### config.mk
export PLATFORM = sky130hd
export DESIGN_NAME = ras_stack
export DESIGN_NICKNAME = d
export VERILOG_FILES = /design/src/rtl/ras_pkg.sv /design/src/rtl/bram.sv /design/src/rtl/ras_stack.sv
export SDC_FILE = /design/constraint.sdc
export NUM_CORES = 1
export LEC_CHECK = 0
export ABC_AREA = 0
export BUFFER_PORTS_ARGS = -buffer_cell sky130_fd_sc_hd__buf_2
export CORE_ASPECT_RATIO = 0.8
export CORE_MARGIN = 8
export CORE_UTILIZATION = 55
export DETAILED_ROUTE_END_ITERATION = 12
export GPL_ROUTABILITY_DRIVEN = 0
export PLACE_DENSITY = 0.77
export SLEW_MARGIN = 20
export SYNTH_ARGS = -nofsm -noshare
export SYNTH_HDL_FRONTEND = slang
export SYNTH_SLANG_ARGS = --single-unit
### constraint.sdc
create_clock -name clk -period 3.88 [get_ports clk]
set_input_delay 0.582 -clock clk [delete_from_list [all_inputs] [get_ports clk]]
set_output_delay 0.582 -clock clk [all_outputs]
set_load 0.01 [all_outputs]
### src/rtl/ras_pkg.sv
// Shared types and defaults for the return-address stack.
package ras_pkg;

  localparam int unsigned DEPTH_DEF = 16;
  localparam int unsigned WIDTH_DEF = 32;
  // Checkpoint fields are sized for the largest supported stack depth.
  localparam int unsigned PTR_MAX_W = 16;

  typedef logic [PTR_MAX_W-1:0] ptr_t;
  typedef logic [PTR_MAX_W:0]   cnt_t;

  typedef struct packed {
    ptr_t ptr;
    cnt_t count;
  } ckpt_t;

endpackage

### src/rtl/bram.sv
// Dual-port synchronous RAM with read-first behaviour on each port.
// OFS rotates both port addresses; INCR adds extra read-register stages.
module bram #(
  parameter int unsigned DEPTH = 16,
  parameter int unsigned WIDTH = 32,
  parameter int unsigned OFS   = 0,
  parameter int unsigned INCR  = 0
) (
  input  logic                     clk,
  input  logic                     a_we,
  input  logic                     a_re,
  input  logic [$clog2(DEPTH)-1:0] a_addr,
  input  logic [WIDTH-1:0]         a_wdata,
  output logic [WIDTH-1:0]         a_rdata,
  input  logic                     b_we,
  input  logic                     b_re,
  input  logic [$clog2(DEPTH)-1:0] b_addr,
  input  logic [WIDTH-1:0]         b_wdata,
  output logic [WIDTH-1:0]         b_rdata
);

  localparam int unsigned AW = $clog2(DEPTH);

  logic [WIDTH-1:0] mem_q [DEPTH];
  logic [AW-1:0]    a_idx;
  logic [AW-1:0]    b_idx;
  logic [WIDTH-1:0] a_rd_q;
  logic [WIDTH-1:0] b_rd_q;

  assign a_idx = a_addr + AW'(OFS);
  assign b_idx = b_addr + AW'(OFS);

  // Port A write lands after port B on a same-address collision.
  always_ff @(posedge clk) begin
    if (b_we) mem_q[b_idx] <= b_wdata;
    if (a_we) mem_q[a_idx] <= a_wdata;
    if (a_re) a_rd_q <= mem_q[a_idx];
    if (b_re) b_rd_q <= mem_q[b_idx];
  end

  generate
    if (INCR == 0) begin : g_direct
      assign a_rdata = a_rd_q;
      assign b_rdata = b_rd_q;
    end else begin : g_pipe
      logic [WIDTH-1:0] a_pipe_q [INCR];
      logic [WIDTH-1:0] b_pipe_q [INCR];

      always_ff @(posedge clk) begin
        a_pipe_q[0] <= a_rd_q;
        b_pipe_q[0] <= b_rd_q;
        for (int unsigned i = 1; i < INCR; i++) begin
          a_pipe_q[i] <= a_pipe_q[i-1];
          b_pipe_q[i] <= b_pipe_q[i-1];
        end
      end

      assign a_rdata = a_pipe_q[INCR-1];
      assign b_rdata = b_pipe_q[INCR-1];
    end
  endgenerate

endmodule

### src/rtl/ras_stack.sv
// Return-address stack: circular storage that overwrites the oldest entry when full.
// Optional checkpoint/restore of ptr and count with macro RAS_CKPT_EN.
module ras_stack
  import ras_pkg::*;
#(
  parameter int unsigned DEPTH = DEPTH_DEF,
  parameter int unsigned WIDTH = WIDTH_DEF
) (
  input  logic                   clk,
  input  logic                   rst,
`ifdef RAS_CKPT_EN
  input  logic                   ckpt,
  input  logic                   restore,
`endif
  input  logic                   push,
  input  logic [WIDTH-1:0]       push_data,
  input  logic                   pop,
  output logic                   pop_valid,
  output logic [WIDTH-1:0]       pop_data,
  output logic                   pop_underflow,
  output logic                   push_overflow,
  output logic                   empty,
  output logic                   full,
  output logic [$clog2(DEPTH):0] count
);

  localparam int unsigned PW = $clog2(DEPTH);
  localparam int unsigned CW = PW + 1;

  logic [PW-1:0]    ptr_q, ptr_d;
  logic [CW-1:0]    count_q, count_d;
  logic             pop_valid_q, pop_valid_d;
  logic             pop_uf_q, pop_uf_d;
  logic             push_ovf_q, push_ovf_d;
  logic             empty_q, empty_d;
  logic             full_q, full_d;

  logic [PW-1:0]    top_c;
  logic             is_empty_c;
  logic             is_full_c;
  logic             restore_c;
  logic             wr_en;
  logic [PW-1:0]    wr_addr;
  logic             rd_en;
  logic [WIDTH-1:0] rd_data;
  logic [WIDTH-1:0] a_rdata_unused;

`ifdef RAS_CKPT_EN
  ckpt_t ckpt_q, ckpt_d;
  assign restore_c = restore;
`else
  assign restore_c = 1'b0;
`endif

  assign top_c      = ptr_q - PW'(1);
  assign is_empty_c = (count_q == CW'(0));
  assign is_full_c  = (count_q == CW'(DEPTH));

  // Next-state: restore beats push/pop; push+pop on a non-empty stack replaces the top.
  always_comb begin
    ptr_d       = ptr_q;
    count_d     = count_q;
    pop_valid_d = 1'b0;
    pop_uf_d    = 1'b0;
    push_ovf_d  = 1'b0;
    wr_en       = 1'b0;
    wr_addr     = ptr_q;
    rd_en       = 1'b0;
`ifdef RAS_CKPT_EN
    ckpt_d      = ckpt_q;
`endif
    if (!rst) begin
      if (restore_c) begin
`ifdef RAS_CKPT_EN
        ptr_d   = PW'(ckpt_q.ptr);
        count_d = CW'(ckpt_q.count);
`endif
      end else if (push && pop && !is_empty_c) begin
        wr_en       = 1'b1;
        wr_addr     = top_c;
        rd_en       = 1'b1;
        pop_valid_d = 1'b1;
      end else begin
        if (push) begin
          wr_en      = 1'b1;
          ptr_d      = ptr_q + PW'(1);
          count_d    = is_full_c ? count_q : count_q + CW'(1);
          push_ovf_d = is_full_c;
        end
        if (pop) begin
          pop_valid_d = 1'b1;
          if (is_empty_c) begin
            pop_uf_d = 1'b1;
          end else begin
            rd_en   = 1'b1;
            ptr_d   = top_c;
            count_d = count_q - CW'(1);
          end
        end
      end
`ifdef RAS_CKPT_EN
      if (ckpt && !restore_c) begin
        ckpt_d = '{ptr: PTR_MAX_W'(ptr_q), count: (PTR_MAX_W + 1)'(count_q)};
      end
`endif
    end
    empty_d = (count_d == CW'(0));
    full_d  = (count_d == CW'(DEPTH));
  end

  always_ff @(posedge clk) begin
    if (rst) begin
      ptr_q       <= '0;
      count_q     <= '0;
      pop_valid_q <= 1'b0;
      pop_uf_q    <= 1'b0;
      push_ovf_q  <= 1'b0;
      empty_q     <= 1'b1;
      full_q      <= 1'b0;
`ifdef RAS_CKPT_EN
      ckpt_q      <= '0;
`endif
    end else begin
      ptr_q       <= ptr_d;
      count_q     <= count_d;
      pop_valid_q <= pop_valid_d;
      pop_uf_q    <= pop_uf_d;
      push_ovf_q  <= push_ovf_d;
      empty_q     <= empty_d;
      full_q      <= full_d;
`ifdef RAS_CKPT_EN
      ckpt_q      <= ckpt_d;
`endif
    end
  end

  // A result pending while reset is asserted is dropped immediately.
  assign pop_valid     = pop_valid_q & ~rst;
  assign pop_underflow = pop_uf_q & ~rst;
  assign pop_data      = (pop_valid && !pop_uf_q) ? rd_data : WIDTH'(0);
  assign push_overflow = push_ovf_q;
  assign empty         = empty_q;
  assign full          = full_q;
  assign count         = count_q;

  bram #(
    .DEPTH (DEPTH),
    .WIDTH (WIDTH),
    .OFS   (0),
    .INCR  (0)
  ) u_bram (
    .clk     (clk),
    .a_we    (wr_en),
    .a_re    (1'b0),
    .a_addr  (wr_addr),
    .a_wdata (push_data),
    .a_rdata (a_rdata_unused),
    .b_we    (1'b0),
    .b_re    (rd_en),
    .b_addr  (top_c),
    .b_wdata (WIDTH'(0)),
    .b_rdata (rd_data)
  );

endmodule

# Word level (Yosys, flattened, before mapping)
# Memories as Yosys holds them, arrays and structs flattened. A register that Yosys moved wholly into a read port is not among the register bits.
# Index checks and enable logic that the tools add are counted.
[word_totals]
register_bits = 14
latch_bits = 0
ram_bits = 512
mem_bits_ro = 0
in_bits = 36
mem_count = 1
[classes]
add_sub_neg = 4
multipliers = 0
n_div = 0
order_cmp = 0
n_eq_ne = 2
n_shift = 0
muxes = 24
bitwise = 5
reduce_logical = 9
[memory_table]
columns = ["name", "depth", "width", "read_ports", "rd_clocked_by_memory_dff", "wr", "line", "source"]
rows = [
  ["u_bram.mem_q", 16, 32, 1, 1, 1, "bram.sv:24", "logic [WIDTH-1:0] mem_q [DEPTH];"],
]
[op_table]
columns = ["cell", "count"]
rows = [
  ["2-to-1 mux 32 bit", 1],
  ["2-to-1 mux 5 bit", 6],
  ["2-to-1 mux 4 bit", 5],
  ["2-to-1 mux 1 bit", 12],
  ["== test 5 bit (second input constant)", 2],
  ["zero test 5 bit", 2],
  ["OR reduction 3 bit", 2],
  ["adder 5 x 1 -> 5 bit (second input constant)", 1],
  ["subtractor 5 x 1 -> 5 bit (second input constant)", 1],
  ["adder 4 x 1 -> 4 bit (second input constant)", 1],
  ["subtractor 4 x 1 -> 4 bit (second input constant)", 1],
  ["logical AND 1 bit", 3],
  ["inverter 1 bit", 3],
  ["bitwise AND 1 bit", 2],
  ["zero test 1 bit", 2],
]

# Logic depth before layout (Yosys ltp)
# Gate-level depths: netlist (run 1).
[logic_depth]
ltp_word = 8
mapped_depth = 11
depth_no_buf = 8

# Hierarchy
# From an unflattened synthesis (run 1), not the netlist that was laid out.
[unflattened]
cells_unflattened = 1968
hier_area_um2 = 32526.2
[modules_own_cells]
columns = ["mod", "instances", "cells_per_inst", "area_per_inst_um2"]
rows = [
  ["bram", 1, 1799, 31273.7],
  ["ras_stack", 1, 169, 1252.5],
]

# Worst setup path after synthesis (run 1)
# Ideal clock, no wire load.
[synth_path]
path_kind = "register to register"
start = "register ptr_q[0]"
end = "memory u_bram.mem_q[1][0], enable pin"
arrival_time_ps = 3801
required_time_ps = 3459
setup_slack_ps = -342
stages_incl_launch_ff = 12
path_buffers = 5
period_less_slack_ps = 4222
path_cell_list = "dfxtp_1 buf_2 buf_2 clkinv_1 ha_1 clkbuf_1 clkbuf_1 clkbuf_1 inv_1 nor3_1 a31oi_1 nor2_1"
[synth_between]
elab_chain_cells = 3
[synth_lines]
columns = ["item", "line", "source"]
rows = [
  ["from (decl)", "ras_stack.sv:30", "logic [PW-1:0] ptr_q, ptr_d;"],
  ["from (signal assigned)", "ras_stack.sv:124", "ptr_q <= ptr_d;"],
  ["subtractor 4 x 1 -> 4 bit", "ras_stack.sv:55", "assign top_c = ptr_q - PW'(1);"],
  ["2-to-1 mux 4 bit", "ras_stack.sv:78", "end else if (push && pop && !is_empty_c) begin"],
  ["2-to-1 mux 4 bit (*)", "ras_stack.sv:72", "if (!rst) begin"],
  ["to (decl)", "bram.sv:24", ""],
]
# Every way passes the cells marked *; elsewhere a longest branch is shown, timed or not.

# Worst setup path in the final report (run 1)
[layout_path]
start = "register count_q[1], in the netlist count[1]"
end = "memory u_bram.mem_q[10][9], enable pin"
[layout_between]
elab_chain_cells = 7
elab_cells_between_ends = 9
classes_between = "6 x mux; 3 x reduce/logical"
[layout_lines]
columns = ["item", "line", "source"]
rows = [
  ["from (decl)", "ras_stack.sv:31", "logic [CW-1:0] count_q, count_d;"],
  ["from (signal assigned)", "ras_stack.sv:125", "count_q <= count_d;"],
  ["zero test 5 bit (*)", "ras_stack.sv:56", "assign is_empty_c = (count_q == CW'(0));"],
  ["zero test 1 bit (*)", "ras_stack.sv:78", ""],
  ["logical AND 1 bit (*)", "ras_stack.sv:78", ""],
  ["2-to-1 mux 1 bit", "ras_stack.sv:78", ""],
  ["2-to-1 mux 1 bit", "ras_stack.sv:72", ""],
  ["2-to-1 mux 1 bit", "bram.sv:36", "if (a_we) mem_q[a_idx] <= a_wdata;"],
  ["2-to-1 mux 1 bit (not written as such)", "bram.sv:36", ""],
]
# Marked as above.

==> run_results.csv, run 1 <==
group,metric,value,unit
run_status,status,"finished, final reports clean",
grt,gr-usage-all-layers,19.1,%
die,dieWidth,237,um
worst_setup_path,crit_path_start,"count[1]",
drt,vias,9740,
drt,drc,0,
worst_setup_path,worstReg2RegEnd,"u_bram.mem_q[10][9]",
power,pwr-share-comb,17.1,%
synth,synth_nets,968,
cts,post_cts_buffers,0,
grt,grt_pass1_vias,10300,
worst_setup_path,critPathTopFamily,"simple AND/OR/NAND/NOR gates",
drt,wire_per_inst,27.3,um
synth,yosys.area_share.adder,0.233,%
synth,ys_ff_latch,558,
synth,synthSimpleGateAreaFrac,2.99,%
synth,synth_top_family_by_area,"multiplexers",
hold_path,hp-start,"push_data[6]",
cells_and_area,n_fill_cell,2466,
drt,post_drt_via_cell_ratio,6.16,
synth,synth_compound_area_share,1.12,%
drt,drtAntennaViolNets,0,
drt,firstDrtPassIters,5,
worst_setup_path,reg2reg_depth,7,
cts,cts_buffer_depth,3,
die,die_height,193,um
worst_setup_path,crit_path_end,"u_bram.mem_q[10][9]",
die,io_pins,78,
place,dp_hpwl,24.5,mm
grt,grt_pass1_wl,65.1,mm
cts,cts_tree,"yes",
power,switching_share,24.2,%
die,initial_utilization,56.0,%
worst_setup_path,cp_slowest_cell,"or4b_4",
power,p_clk_share,33.6,%
synth,yosysSeqAreaShare,77.3,%
cts,clk_latency,590,ps
place,portBuffers,77,
cts,h-tree-depth,2,
synth,synthesis.instances,928,
die,rows,64,
synth,syn_area,21500,um2
timing,post-route-period-util,86.2,%
synth,synth_top_area_share,76.0,%
synth,synthTopCellsByArea,"edfxtp_1 (76%), mux4_2 (17%), dfxtp_1 (1.3%)",
timing,setup_slack,535,ps
synth,synthDistinctLibCells,51,
grt,grt_max_degree,90,
synth,syn_area_per_cell,23.2,um2
power,intPower,10.7,mW
place,dp_slack,563,ps
cts,cts_resized,0,
worst_setup_path,worstSetupEndpointType,"flop",
grt,grt_remaining_overflow,0,
worst_setup_path,cp_num_cells,7,
worst_setup_path,max_stage_delay,610,ps
synth,synthFlopType,"edfxtp_1",
timing,worst_pin_slew,999,ps
worst_setup_path,crit_buf_inv,2,
synth,ys_warn_count,0,
cts,root_buffer,"clkbuf_16",
worst_setup_path,worstPathArrival,3590,ps
power,switchingPower,3.40,mW
worst_setup_path,path_cells,"inv_1 -> ha_1 -> or4b_4 -> nand3_1 -> a31oi_1 -> nor2_4 -> buf_4",
timing,rsz0062_at_grt,"no",
synth,synth_top_area_cell,"edfxtp_1",
timing,min_period,3350,ps
power,power,14.1,mW
power,leakage,7.66,nW
grt,antenna_found_initial,2,
timing,skew,22.4,ps
worst_setup_path,timing.rr.start,"count[1]",
timing,slew_headroom,33.1,%
timing,drv_slew,0,
flow_run,drv_cap,0,
drt,drtIter0Drc,1057,
worst_setup_path,r2r_setup_slack,530,ps
synth,async_flop_share,0,%
power,ir_drop,0.428,mV
cts,clk_pin_slew,70,ps
timing,setup_viol,0,
drt,routed_wl,43.1,mm
synth,muxShareOfSynthArea,16.8,%
cells_and_area,nets,1086,
cells_and_area,area_growth,13.4,%
worst_setup_path,start_kind,"flop",
power,power_density,577,nW/um2
timing,final_hold_viol_count,0,
synth,synth_xor_area_share,0.245,%
cts,postCtsHoldBufs,0,
timing,fmax,299,MHz
worst_setup_path,required,4120,ps
die,die-area,45700,um2
cells_and_area,layout-drive-gt1-share,33.8,%
die,core-area,38400,um2
cts,cts_made_buffers,52,
worst_setup_path,cp_max_fo,17,
power,pwr-share-seq,49.4,%
hold_path,hold_path_class,"primary input to flop",
cts,cts_sinks,558,
worst_setup_path,path_class,"flop to flop",
synth,synth-edff-count,544,
==> cells in the mapped netlist (2+ instances only) <==
cell	number
and2_1	32
o21ai_0	2
xnor2_1	6
nand2b_1	2
nor3_1	12
buf_1	2
or3_1	2
dfxtp_1	14
nand2_1	4
buf_6	3
nor2_1	29
nor2b_1	8
nand4_1	3
clkbuf_1	22
a31oi_1	5
and4_1	2
edfxtp_1	544
a21oi_1	2
o2bb2ai_1	2
buf_2	13
nand3_1	8
mux4_2	160
a211oi_1	2
nor3b_1	4
buf_4	6
inv_1	11
ha_1	4
==> flip-flops by register name, summed over array words and instances (netlist names) <==
signal and flops:
u_bram.mem_q 512, u_bram.b_rdata 32, count 5, ptr_q 4, empty 1, full 1
pop_uf_q 1, pop_valid_q 1, push_overflow 1
==> area by class of cell <==
cell class	instances	area, um2	area share, %
sequential	558	16600	68.2
multi-input combinational	312	4750	19.5
clock buffer	62	1340	5.50
timing repair buffer	110	746	3.06
tap	495	619	2.54
clock inverter	30	230	0.945
inverter	12	45.0	0.185
antenna	2	5.00	0.0205
==> cell families (layout without fill, tap and decap cells) <==
group,after synthesis,count (layout)
flops,558,558
mux,160,160
simple gates,114,114
buf+inv,58,214
compound gates,28,28
xor+xnor,6,6
fa+ha+maj,4,4
other cells,0,2
==> layout by cell type, fill, tap and decap left out, types with 10 or more instances in the layout <==
cell type  instances
dfxtp_1           13
nor2_1            12
nor2_4            17
and2_1            32
clkbuf_16         52
clkinv_1          17
buf_4             24
mux4_2           160
edfxtp_1         544
nor3_1            12
buf_2             77
inv_1             11
clkbuf_1          10
==> worst min path at each step <==
stage,slack [ps],endpoint,cells past startpoint
6_report,380,u_bram.mem_q[6][6],1
3_3_place_gp,550,ptr_q[1],2
4_1_cts,350,u_bram.mem_q[5][3],1
2_1_floorplan,510,ptr_q[1],2
3_5_place_dp,560,ptr_q[1],2
5_1_grt,360,u_bram.mem_q[5][5],1
==> power groups by stage <==
stage	Clock [mW]	Sequential, mW	Combinational [mW]
2_1_floorplan	0	7.05	1.74
5_1_grt	5.01	6.95	2.57
6_report	4.72	6.94	2.40
3_5_place_dp	0	7.06	2.44
4_1_cts	4.80	6.94	2.45
3_3_place_gp	0	7.05	2.41
==> per-stage QoR <==
| step | TNS [ps] | hold WS (ps) | util, % | instance area [um2] | std cells |
|---|---|---|---|---|---|
| 5_1_grt | 0 | 364 | 63.5 | 24400 | 1580 |
| 3_5_place_dp | 0 | 556 | 59.4 | 22800 | 1487 |
| 6_report | 0 | 376 | 63.5 | 24400 | 1581 |
| 2_1_floorplan | -90460 | 512 | - | 21500 | 928 |
| 4_1_cts | 0 | 349 | 63.5 | 24400 | 1579 |
| 3_3_place_gp | 0 | 549 | 59.4 | 22800 | 1487 |
==> metal layers <==
metal | track usage (%) | vias up | part of all wire (%)
met1 | 27.3 | 5178 | 43
li1 | - | 4160 | -
met5 | 0 | - | 0
met3 | 3.03 | 51 | 6.2
met4 | 4.32 | 0 | 1.5
met2 | 31.2 | 351 | 49
No activity file was read; power rests on OpenSTA's default activity.
==> run 2: changes to the inputs <==
Settings changed: PLACE_DENSITY 0.77 to 0.74.
Clock period 3.88 ns to 3.57 ns, I/O delays scaled along.
==> run 2 against run 1 <==
Sequential cell count stayed put. Cell count is 0.38% higher. Critical endpoint is now u_bram.mem_q[11][18]. Cell area is 1.3% higher. Wire length is 1.2% higher. Worst setup slack worse by 230 ps.
==> run_results.csv, run 2 (same netlist as run 1, synthesis figures left out) <==
group,metric,value,unit
worst_setup_path,start_kind,"flop",
run_status,status,"finished, final reports clean",
die,die-area,45700,um2
timing,post-route-period-util,91.5,%
hold_path,hp-start,"push_data[0]",
drt,drtIter0Drc,981,
cts,cts_tree,"yes",
place,dp_slack,142,ps
worst_setup_path,path_class,"flop to flop",
cells_and_area,layout_common_cells,"edfxtp_1 (544), mux4_2 (160), buf_2 (77)",
die,dieWidth,237,um
cells_and_area,nets,1089,
cts,cts_made_buffers,51,
cells_and_area,area_growth,14.9,%
cells_and_area,fin_area,24700,um2
die,core-area,38400,um2
place,dpl_cell_area,22900,um2
cts,clk_pin_slew,70,ps
drt,firstDrtPassIters,7,
worst_setup_path,r2r_setup_slack,300,ps
grt,antenna_found_initial,2,
worst_setup_path,worstSetupEndpointType,"flop",
hold_path,hold_depth,1,
worst_setup_path,worstPathArrival,3570,ps
cts,h-tree-depth,2,
timing,slew_headroom,36.5,%
cells_and_area,largest_reg_flops,512,
timing,worst_pin_slew,952,ps
cts,cts_resized,0,
cts,post_cts_buffers,0,
grt,gr-usage-all-layers,19.6,%
cts,root_buffer,"clkbuf_16",
worst_setup_path,reg2reg_depth,8,
worst_setup_path,worstReg2RegEnd,"u_bram.mem_q[11][18]",
grt,grt_max_degree,91,
die,io_pins,78,
cts,postCtsHoldBufs,0,
place,dp_hpwl,25.3,mm
drt,drc,0,
hold_path,hold_path_class,"primary input to flop",
place,portBuffers,77,
worst_setup_path,timing.rr.start,"count[1]",
timing,holdWs,336,ps
grt,grt_remaining_overflow,0,
timing,final_hold_viol_count,0,
drt,routed_wl,43.6,mm
cts,cts_sinks,558,
hold_path,hold-path-endpoint,"u_bram.mem_q[8][0]",
power,leakage,7.80,nW
timing,rsz0062_at_grt,"no",
timing,skew,28.8,ps
cts,clk_latency,580,ps
cts,cts_buffer_depth,3,
timing,setup_slack,304,ps
cells_and_area,final_common_cell,"edfxtp_1",
place,dpl.cell_count,1490,
flow_run,drv_cap,0,
cells_and_area,layout-drive-gt1-share,34.7,%
power,ir_drop,0.457,mV
die,die_height,193,um
die,rows,64,
cells_and_area,final_cells,1587,
timing,setup_viol,0,
drt,vias,9717,
cells_and_area,regMostFlops,"u_bram.mem_q",
drt,post_drt_via_cell_ratio,6.12,
worst_setup_path,required,3870,ps
die,initial_utilization,56.0,%
power,power_density,645,nW/um2
timing,drv_slew,0,
timing,tns,0,ps
timing,fmax,306,MHz
grt,grt_pass1_vias,10100,
drt,wire_per_inst,27.5,um
timing,min_period,3270,ps
drt,drtAntennaViolNets,0,
grt,grt_pass1_wl,65.9,mm
worst_setup_path,cp_max_fo,18,
==> run 2: worst max-delay path by stage <==
stage	startpoint	slack (ps)	endpoint	cells past startpoint
after floorplan	ptr_q[0]	-340	u_bram.mem_q[7][0]	10
after global placement	count[1]	250	u_bram.mem_q[1][13]	7
after detailed placement	count[1]	140	u_bram.mem_q[0][13]	7
after CTS	count[1]	100	u_bram.mem_q[0][9]	7
after global routing	count[1]	90	u_bram.mem_q[11][18]	8
final	count[1]	300	u_bram.mem_q[11][18]	8
==> run 2: layer usage <==
| layer | share of wire [%] | global-route usage, % | vias to the layer above |
|---|---|---|---|
| met5 | 0.021 | 0 | - |
| met4 | 2.0 | 5.15 | 2 |
| met3 | 5.9 | 3.45 | 55 |
| met2 | 51 | 33.3 | 346 |
| met1 | 41 | 26.2 | 5139 |
| li1 | - | - | 4175 |
==> run 2: stage by stage <==
step / power [mW] / utilization [%]
2_1_floorplan: 9.56 / -
3_3_place_gp: 10.4 / 59.3
3_5_place_dp: 10.4 / 59.7
4_1_cts: 16.1 / 64.3
5_1_grt: 16.5 / 64.3
6_report: 15.9 / 64.3
==> run 2: critical path, stage by stage (launching register included) <==
cell and delay [ps]:
dfxtp_1 360, inv_1 90, ha_1 250, or4b_4 610
nand3_1 310, nor3_1 70, a31oi_1 720, nor2_4 300
buf_16 260
==> run 2: area by class of cell <==
cell class / count / area (um2)
Fill cell: 2427 / 13700
Antenna cell: 1 / 2.50
Sequential cell: 558 / 16600
Tap cell: 495 / 619
Multi-Input combinational cell: 312 / 4750
Clock buffer: 62 / 1340
Timing Repair Buffer: 114 / 876
Inverter: 12 / 45.0
Clock inverter: 33 / 428
==> run 2: report_power, final <==
part	switching [mW]	internal, mW
combinational	1.40	1.30
sequential	0.0594	7.48
clock	2.30	3.40
total	3.76	12.2
==> run 3: changes to the inputs <==
--- a/config.mk
+++ b/config.mk
@@ -13,7 +13,9 @@
 export DETAILED_ROUTE_END_ITERATION = 12
 export GPL_ROUTABILITY_DRIVEN = 0
-export PLACE_DENSITY = 0.74
+export PLACE_DENSITY = 0.73
+export RECOVER_POWER = 100
 export SLEW_MARGIN = 20
 export SYNTH_ARGS = -nofsm -noshare
 export SYNTH_HDL_FRONTEND = slang
+export SYNTH_HIERARCHICAL = 1
 export SYNTH_SLANG_ARGS = --single-unit
==> constraint.sdc (replaced) <==
create_clock -name clk -period 3.57 [get_ports clk]
set_input_delay 0.1785 -clock clk [delete_from_list [all_inputs] [get_ports clk]]
set_output_delay 0.1785 -clock clk [all_outputs]
set_load 0.01 [all_outputs]
==> run 3 against run 2 <==
Via count grew 68%. Clock-buffer cell count grew 14. Combinational power rose to 3.4 times the previous value. Synthesized cell count up 79%. Synthesized area is 30% higher. Cell count grew 68%. Utilization shrank 0.62 points. Sequential share of layout area shrank 15 points. Non-clock buffer count is 61 higher. Critical path type unchanged.
==> run_results.csv, run 3 <==
group,metric,value,unit
power,switchingPower,8.30,mW
timing,post-route-period-util,94.7,%
drt,routed_wl,73.4,mm
cells_and_area,area_growth,14.0,%
timing,slew_headroom,22.4,%
drt,drc,0,
grt,antenna_found_initial,2,
power,intPower,15.4,mW
worst_setup_path,required,3900,ps
power,switching_share,35.0,%
timing,final_hold_viol_count,0,
timing,worst_pin_slew,1160,ps
drt,post_drt_via_cell_ratio,6.12,
synth,synthesis.instances,1665,
cts,h-tree-depth,2,
grt,grt_pass1_vias,16900,
place,dpl.cell_count,2560,
timing,rsz0062_at_grt,"no",
worst_setup_path,path_class,"flop to flop",
cells_and_area,layout-drive-gt1-share,44.4,%
drt,drtAntennaViolNets,0,
timing,min_period,3380,ps
timing,fmax,296,MHz
cells_and_area,multiInputGateArea,11500,um2
cts,clk_latency,630,ps
cells_and_area,nets,1990,
grt,grt_max_degree,112,
power,leakage,10.9,nW
drt,drtIter0Drc,1538,
drt,wire_per_inst,27.5,um
cts,cts_sinks,558,
hold_path,hold_path_class,"primary input to flop",
worst_setup_path,worstSetupEndpointType,"flop",
flow_run,drv_cap,0,
power,ir_drop,0.558,mV
die,die_height,217,um
cts,cts_buffer_depth,3,
cells_and_area,regArea,16600,um2
grt,grt_remaining_overflow,0,
worst_setup_path,cp_max_fo,48,
cells_and_area,regMostFlops,"u_bram/mem_q",
timing,skew,31.7,ps
die,core-area,49900,um2
power,power,23.7,mW
place,dp_hpwl,43.7,mm
cts,cts_tree,"yes",
timing,setup_viol,0,
cells_and_area,n_fill_cell,3717,
die,rows,73,
power,power_density,747,nW/um2
synth,syn_area,27900,um2
timing,holdWs,88.6,ps
worst_setup_path,timing.rr.start,"ptr_q[0]",
hold_path,hold-path-endpoint,"u_bram/mem_q[14][10]",
cells_and_area,layout_common_cells,"edfxtp_1 (544), mux2_2 (511), conb_1 (231)",
die,die-area,58200,um2
grt,grt_pass1_wl,108,mm
worst_setup_path,start_kind,"flop",
drt,firstDrtPassIters,5,
die,initial_utilization,55.9,%
drt,vias,16300,
cts,root_buffer,"clkbuf_16",
place,dpl_cell_area,30500,um2
power,pwr-share-comb,38.7,%
cells_and_area,final_common_cell,"edfxtp_1",
cts,cts_made_buffers,54,
hold_path,hold_depth,2,
synth,syn_area_per_cell,16.7,um2
place,portBuffers,77,
worst_setup_path,reg2reg_depth,7,
power,p_clk_share,22.2,%
cells_and_area,fin_area,31800,um2
cells_and_area,largest_reg_flops,512,
grt,gr-usage-all-layers,25.1,%
die,dieWidth,268,um
timing,drv_slew,0,
power,pwr-share-seq,39.1,%
worst_setup_path,r2r_setup_slack,190,ps
worst_setup_path,worstPathArrival,3710,ps
synth,ys_warn_count,6,
cells_and_area,final_cells,2668,
run_status,status,"finished, final reports clean",
die,io_pins,78,
worst_setup_path,worstReg2RegEnd,"u_bram/b_rdata[24]",
cells_and_area,final_util,63.7,%
hold_path,hp-start,"push_data[10]",
cts,clk_pin_slew,60,ps
[run 3: worst max-delay path, stage by stage (launching register included)]
cell	delay (ps)
dfxtp_1	450
inv_6	200
ha_1	460
clkinvlp_4	670
buf_12	480
mux4_2	350
a22oi_1	320
nand2_1	150
[run 3: layer usage]
metal	up-vias	global-route usage, %	wire [um]	part of all wire, %
met3	135	5.78	6590	9.0
met1	8457	34.5	30100	41
met4	2	7.10	2050	2.8
met2	736	40.1	34600	47
met5	-	0	13	0.018
li1	6991	-	-	-
[run 3: repair_timing]
item	in CTS	in global routing
hold endpoints to repair	8	0
resized for setup	0	1
setup endpoints to repair	0	139
hold buffers	3	0
setup buffers	0	6
[run 3: worst max-delay path by stage]
stage,end,from,cells after the start
final,u_bram/b_rdata[24],ptr_q[0],7
after global routing,u_bram/mem_q[13][19],count[0],12
after CTS,u_bram/mem_q[6][20],count[0],12
after detailed placement,u_bram/mem_q[6][6],count[0],12
after global placement,u_bram/mem_q[0][17],count[0],12
after floorplan,u_bram/mem_q[13][0],count[1],11
[run 3: layout make-up]
class | count | area share [%]
antenna | 1 | 0.00787
clock buffer | 76 | 4.61
clock inverter | 22 | 0.362
inverter | 9 | 0.134
multi-input combinational | 1152 | 36.2
sequential | 558 | 52.3
tap | 675 | 2.66
timing repair buffer | 175 | 3.74
[run 3: per-stage QoR]
stage | setup TNS, ps | worst slack, ps
2_1_floorplan | -79500 | -630
4_1_cts | 0 | 157
3_3_place_gp | 0 | 266
6_report | 0 | 189
5_1_grt | 0 | 29.6
3_5_place_dp | 0 | 183
[run 3: power groups by stage]
stage                     Clock, mW  Sequential [mW]  Combinational, mW
after floorplan                   0             9.31               5.84
after global placement            0             9.35               9.22
after detailed placement          0             9.40               9.28
after CTS                      5.38             9.27               9.33
after global routing           5.62             9.37               9.69
final                          5.28             9.27               9.19
